$ cat config.mk
export PLATFORM = sky130hd
export DESIGN_NAME = io_mem_responder
export DESIGN_NICKNAME = d
export VERILOG_FILES = /design/src/rtl/io_map_pkg.sv /design/src/rtl/io_change_counter.sv /design/src/rtl/io_mem_responder.sv
export SDC_FILE = /design/constraint.sdc
export NUM_CORES = 1
export LEC_CHECK = 0
export CAP_MARGIN = 20
export CORE_UTILIZATION = 45
export DETAILED_ROUTE_END_ITERATION = 12
export PLACE_DENSITY = 0.75
export SYNTH_ARGS = -nofsm -noshare
export SYNTH_HDL_FRONTEND = slang
export SYNTH_HIERARCHICAL = 1
export SYNTH_SLANG_ARGS = --single-unit
$ cat constraint.sdc
create_clock -name clk -period 4.8 [get_ports clk]
set_clock_uncertainty 0.2 [all_clocks]
set_input_delay 1.44 -clock clk [delete_from_list [all_inputs] [get_ports clk]]
set_output_delay 1.44 -clock clk [all_outputs]
set_load 0.01 [all_outputs]
$ cat src/rtl/io_map_pkg.sv
// rtl/io_map_pkg.sv - shared word map, defaults and helpers for the IO register block
package io_map_pkg;

    localparam int IDX_LED = 0;
    localparam int IDX_SW  = 1;
    localparam int IDX_CNT = 2;

    localparam int          N_WORDS_DEF   = 4;
    localparam int          ADR_LSB_DEF   = 2;
    localparam logic [31:0] LED_RESET_DEF = 32'h80000001;

    // Saturating increment: sticks at all-ones instead of wrapping.
    function automatic logic [31:0] sat_inc(input logic [31:0] value);
        return (value == 32'hFFFFFFFF) ? value : value + 32'd1;
    endfunction

endpackage

$ cat src/rtl/io_change_counter.sv
// rtl/io_change_counter.sv - saturating switch-change counter with read-to-clear
module io_change_counter
    import io_map_pkg::*;
(
    input  logic        clk,
    input  logic        reset,
    input  logic        inc,
    input  logic        clr,
    output logic [31:0] count
);

    // A clear that coincides with an increment keeps the new event, so it restarts at 1.
    always_ff @(posedge clk) begin
        if (reset) begin
            count <= '0;
        end else if (clr) begin
            count <= inc ? 32'd1 : 32'd0;
        end else if (inc) begin
            count <= sat_inc(count);
        end
    end

endmodule

$ cat src/rtl/io_mem_responder.sv
// rtl/io_mem_responder.sv - dual-port IO word bank: device port plus CPU valid/ready port
module io_mem_responder
    import io_map_pkg::*;
#(
    parameter int          N_WORDS   = N_WORDS_DEF,
    parameter logic [31:0] LED_RESET = LED_RESET_DEF,
    parameter int          ADR_LSB   = ADR_LSB_DEF
) (
    input  logic        clk,
    input  logic        reset,
    input  logic [31:0] dev_adr,
    input  logic        dev_we,
    input  logic [31:0] dev_wdata,
    output logic [31:0] dev_rdata,
    input  logic        cpu_req_valid,
    output logic        cpu_req_ready,
    input  logic        cpu_we,
    input  logic [31:0] cpu_adr,
    input  logic [31:0] cpu_wdata,
    output logic        cpu_rsp_valid,
    output logic [31:0] cpu_rdata,
    output logic        cpu_rsp_err
);

    localparam int IDX_W = $clog2(N_WORDS);
    localparam logic [IDX_W-1:0] I_SW  = IDX_W'(IDX_SW);
    localparam logic [IDX_W-1:0] I_CNT = IDX_W'(IDX_CNT);

    logic [31:0]      words [N_WORDS];
    logic [31:0]      cnt;
    logic [31:0]      dev_word;
    logic [31:0]      cpu_word;
    logic [IDX_W-1:0] dev_idx;
    logic [IDX_W-1:0] cpu_idx;
    logic             dev_hit;
    logic             cpu_hit;
    logic             dev_wr;
    logic             cpu_accept;
    logic             cpu_wr;
    logic             cnt_inc;
    logic             cnt_clr;
    logic [31:0]      dev_rd_word;
    logic [31:0]      cpu_rd_word;
    logic             rsp_valid_q;
    logic             unused_adr_bits;

    // Range check uses the whole word address so high address bits cannot alias.
    assign dev_word = 32'(dev_adr[31:ADR_LSB]);
    assign cpu_word = 32'(cpu_adr[31:ADR_LSB]);
    assign dev_idx  = dev_word[IDX_W-1:0];
    assign cpu_idx  = cpu_word[IDX_W-1:0];
    assign dev_hit  = dev_word < 32'(N_WORDS);
    assign cpu_hit  = cpu_word < 32'(N_WORDS);
    assign unused_adr_bits = ^{dev_adr[ADR_LSB-1:0], cpu_adr[ADR_LSB-1:0]};

    assign cpu_req_ready = !(dev_we && cpu_req_valid && cpu_we && dev_word == cpu_word);
    assign cpu_accept    = cpu_req_valid && cpu_req_ready;

    assign dev_wr = dev_we && dev_hit && dev_idx != I_CNT;
    assign cpu_wr = cpu_accept && cpu_we && cpu_hit && cpu_idx != I_CNT;

    assign cnt_inc = dev_wr && dev_idx == I_SW && dev_wdata != words[I_SW];
    assign cnt_clr = cpu_accept && !cpu_we && cpu_hit && cpu_idx == I_CNT;

    io_change_counter u_cnt (
        .clk   (clk),
        .reset (reset),
        .inc   (cnt_inc),
        .clr   (cnt_clr),
        .count (cnt)
    );

    always_comb begin
        dev_rd_word = '0;
        if (dev_hit) begin
            dev_rd_word = (dev_idx == I_CNT) ? cnt : words[dev_idx];
        end
    end

    always_comb begin
        cpu_rd_word = '0;
        if (cpu_hit) begin
            cpu_rd_word = (cpu_idx == I_CNT) ? cnt : words[cpu_idx];
        end
    end

    // Same-word device/CPU writes never coincide: the CPU is stalled by cpu_req_ready.
    always_ff @(posedge clk) begin
        if (reset) begin
            for (int i = 0; i < N_WORDS; i++) begin
                words[i] <= (i == IDX_LED) ? LED_RESET : 32'd0;
            end
        end else begin
            if (dev_wr) begin
                words[dev_idx] <= dev_wdata;
            end
            if (cpu_wr) begin
                words[cpu_idx] <= cpu_wdata;
            end
        end
    end

    always_ff @(posedge clk) begin
        if (reset) begin
            dev_rdata   <= '0;
            rsp_valid_q <= 1'b0;
            cpu_rdata   <= '0;
            cpu_rsp_err <= 1'b0;
        end else begin
            dev_rdata   <= dev_rd_word;
            rsp_valid_q <= cpu_accept;
            if (cpu_accept) begin
                cpu_rdata   <= cpu_we ? 32'd0 : cpu_rd_word;
                cpu_rsp_err <= !cpu_hit;
            end
        end
    end

    // A response still in flight when reset rises is suppressed immediately.
    assign cpu_rsp_valid = rsp_valid_q && !reset;

endmodule

==> results.cfg <==
[floorplanning]
initial_core_util = 0.461
pin_count = 200
num_rows = 56
core-area_um2 = 23500
dieArea_um2 = 24800
die_w_um = 157
die-height_um = 157

[layout]
area_growth_pct = 29.9
final_common_cell = clkdlybuf4s50_1
n_fill_cell = 1934
fin_area_um2 = 14100
drive_above_1_share = 0.192
mostFrequentLayoutCells = clkdlybuf4s50_1, dfxtp_1, edfxtp_1
finish.net_count = 1268
final_util = 0.599
n_antenna_cell = 0

[synth]
synth_flop_cell = dfxtp_1
synth_compound_area_frac = 0.0870
synthArstFlopShare = 0
synthCells = 915
syn-cell-area_um2 = 10900
ys_seq_elements = 194
synth_cell_types = 57
synth_top_family_by_area = multiplexers
syn_avg_cell_area_um2 = 11.9
synth.largest_area_cell = edfxtp_1
synth_top_area_frac = 0.265
synth.area.top_cells = edfxtp_1, dfxtp_1, mux4_2
syn_nets = 1049
synth-xor-area-share = 0.0516
synth.yosys.seq_area_share = 0.446
yosys.area_share.simple = 0.168
ys.warnings.count = 6
synth-edff-count = 96
synth.area.mux_share = 0.213
synthAdderAreaFrac = 0.00115

[global_route]
met1_usage = 0.339
grt_max_degree = 47
grt_pass1_vias = 9059
top_usage_layer = met2
met3_usage = 0.0548
antenna_found_initial = 0
grtUsageTotal = 0.282
use_met2 = 0.486
grt_pass1_wl_um = 51200
grt_overflow_total = 0

[worst_setup_path]
start_kind = primary input
cp.required_ps = 3160
worstPathArrival_ps = 3040
end_kind = output pin
critPathKind = primary input to output pin
worstPathMaxFanout = 2

[pwr]
p_leak_nw = 4.92
ir_drop_mv = 0.164
powerDensity_nw_per_um2 = 264

[placed_design]
place_ws_ps = -224
place_area_um2 = 13500
hpwl_um = 23700
io_buffers = 195
gp_congestion = 0.933

[sta]
holdWs_ps = 259
slew_headroom = 0.397
slew_viol_final = 0
tightest_slew_ps = 898
min_period_ps = 4680
hold_viol = 0
final.period_utilization = 0.976
report.final.setup_viol = 0
fin_ws_ps = 115
fmax_ghz = 0.213
rsz0062_at_grt = no

[drt]
post_drt_wl_per_cell_um = 23.1
dr.pass1.iters = 5
via_count = 8791
first_iter_violations = 853
ant_nets = 0
drc = 0
vias_per_cell = 6.00
routed_wl_um = 33900

[clocking]
root_buffer = clkbuf_16
clockBufferDepth = 2
cts_num_sinks = 194
htreeDepth = 4
tritoncts = yes
path_clk_slew_ps = 80
clk_latency_ps = 440
cts_made_buffers = 17

[worst_hold_path]
min_path_type = flop to flop

[run_status]
status = finished clean

[run]
maxCapViolations = 0
cells by family after synthesis:
| group | Yosys count |
|---|---|
| and+or+nand+nor | 325 |
| DFF | 194 |
| muxes | 136 |
| AOI/OAI and AO/OA | 124 |
| buffers and inverters | 71 |
| xor gates and xnor gates | 64 |
| adders and majority gates | 1 |
report_power, final:
part | total (mW) | leakage [nW] | internal (mW) | switching, mW
combinational | 0.451 | 2.91 | 0.248 | 0.204
clock | 1.47 | 0.303 | 0.800 | 0.665
sequential | 1.80 | 1.70 | 1.78 | 0.0295
total | 3.72 | 4.92 | 2.82 | 0.898
layer usage:
layer / routed length, µm / vias up
met5: 0 / -
met4: 1330 / 0
met3: 2450 / 86
met2: 17000 / 444
met1: 13100 / 4326
li1: - / 3935
state kept, by name, indices dropped and copies added (netlist names):
register     cells
dev_rdata       32
rsp_valid_q      1
u_cnt/count     32
words           96
cpu_rdata       32
cpu_rsp_err      1
path summary, 6_finish.rpt:
path	from	endpoint	slack [ps]	cells after the start
max	cpu_adr[7]	cpu_req_ready	120	6
min	cpu_rdata[29]$_SDFFE_PP0N_	cpu_rdata[29]$_SDFFE_PP0N_	260	2
max reg2reg	words[1][26]$_DFFE_PP_	u_cnt/count[26]$_SDFFE_PP0P_	1820	10
min reg2reg	cpu_rdata[29]$_SDFFE_PP0N_	cpu_rdata[29]$_SDFFE_PP0N_	260	2
through the flow:
step | std cells | setup TNS (ps) | total power, mW
after floorplan | 915 | 0 | 2.04
after global placement | 1433 | -596 | 2.28
after detailed placement | 1433 | -963 | 2.29
after CTS | 1465 | 0 | 3.73
after global routing | 1466 | 0 | 3.82
final | 1466 | 0 | 3.72
layout make-up:
type	instances	area, µm²	area share
clock buffers	23	532	0.0377
clock inverters	9	78.8	0.00559
inverters	8	30.0	0.00213
multi-input cells	650	5710	0.405
flip-flops and latches	194	4840	0.343
well taps	319	399	0.0283
repair buffers	263	2510	0.178
critical path: stages:
cell	delay, ps
clkdlybuf4s50_1	440
xor2_1	180
nor4_2	390
and4_1	270
nand3_1	80
clkdlybuf4s15_1	250
cell usage after synthesis (all sizes together) (8+ instances only):
cell type,instances
nor2,10
buf,31
o21ai,15
clkbuf,31
nor2b,91
xnor2,33
a21oi,25
mux4,64
inv,8
and3,9
mux2i,37
or3,24
dfxtp,98
a22o,56
nand2,85
mux2,35
nand4,21
xor2,31
edfxtp,96
nor4,29
nand3,18
repair_timing:
action / in CTS / in global routing
hold buffers: 0 / 0
setup endpoints to repair: 1 / 1
pin swaps: 0 / 2
setup buffers: 0 / 1
gates resized for setup: 2 / 2
(Power assumes the default switching activity.)
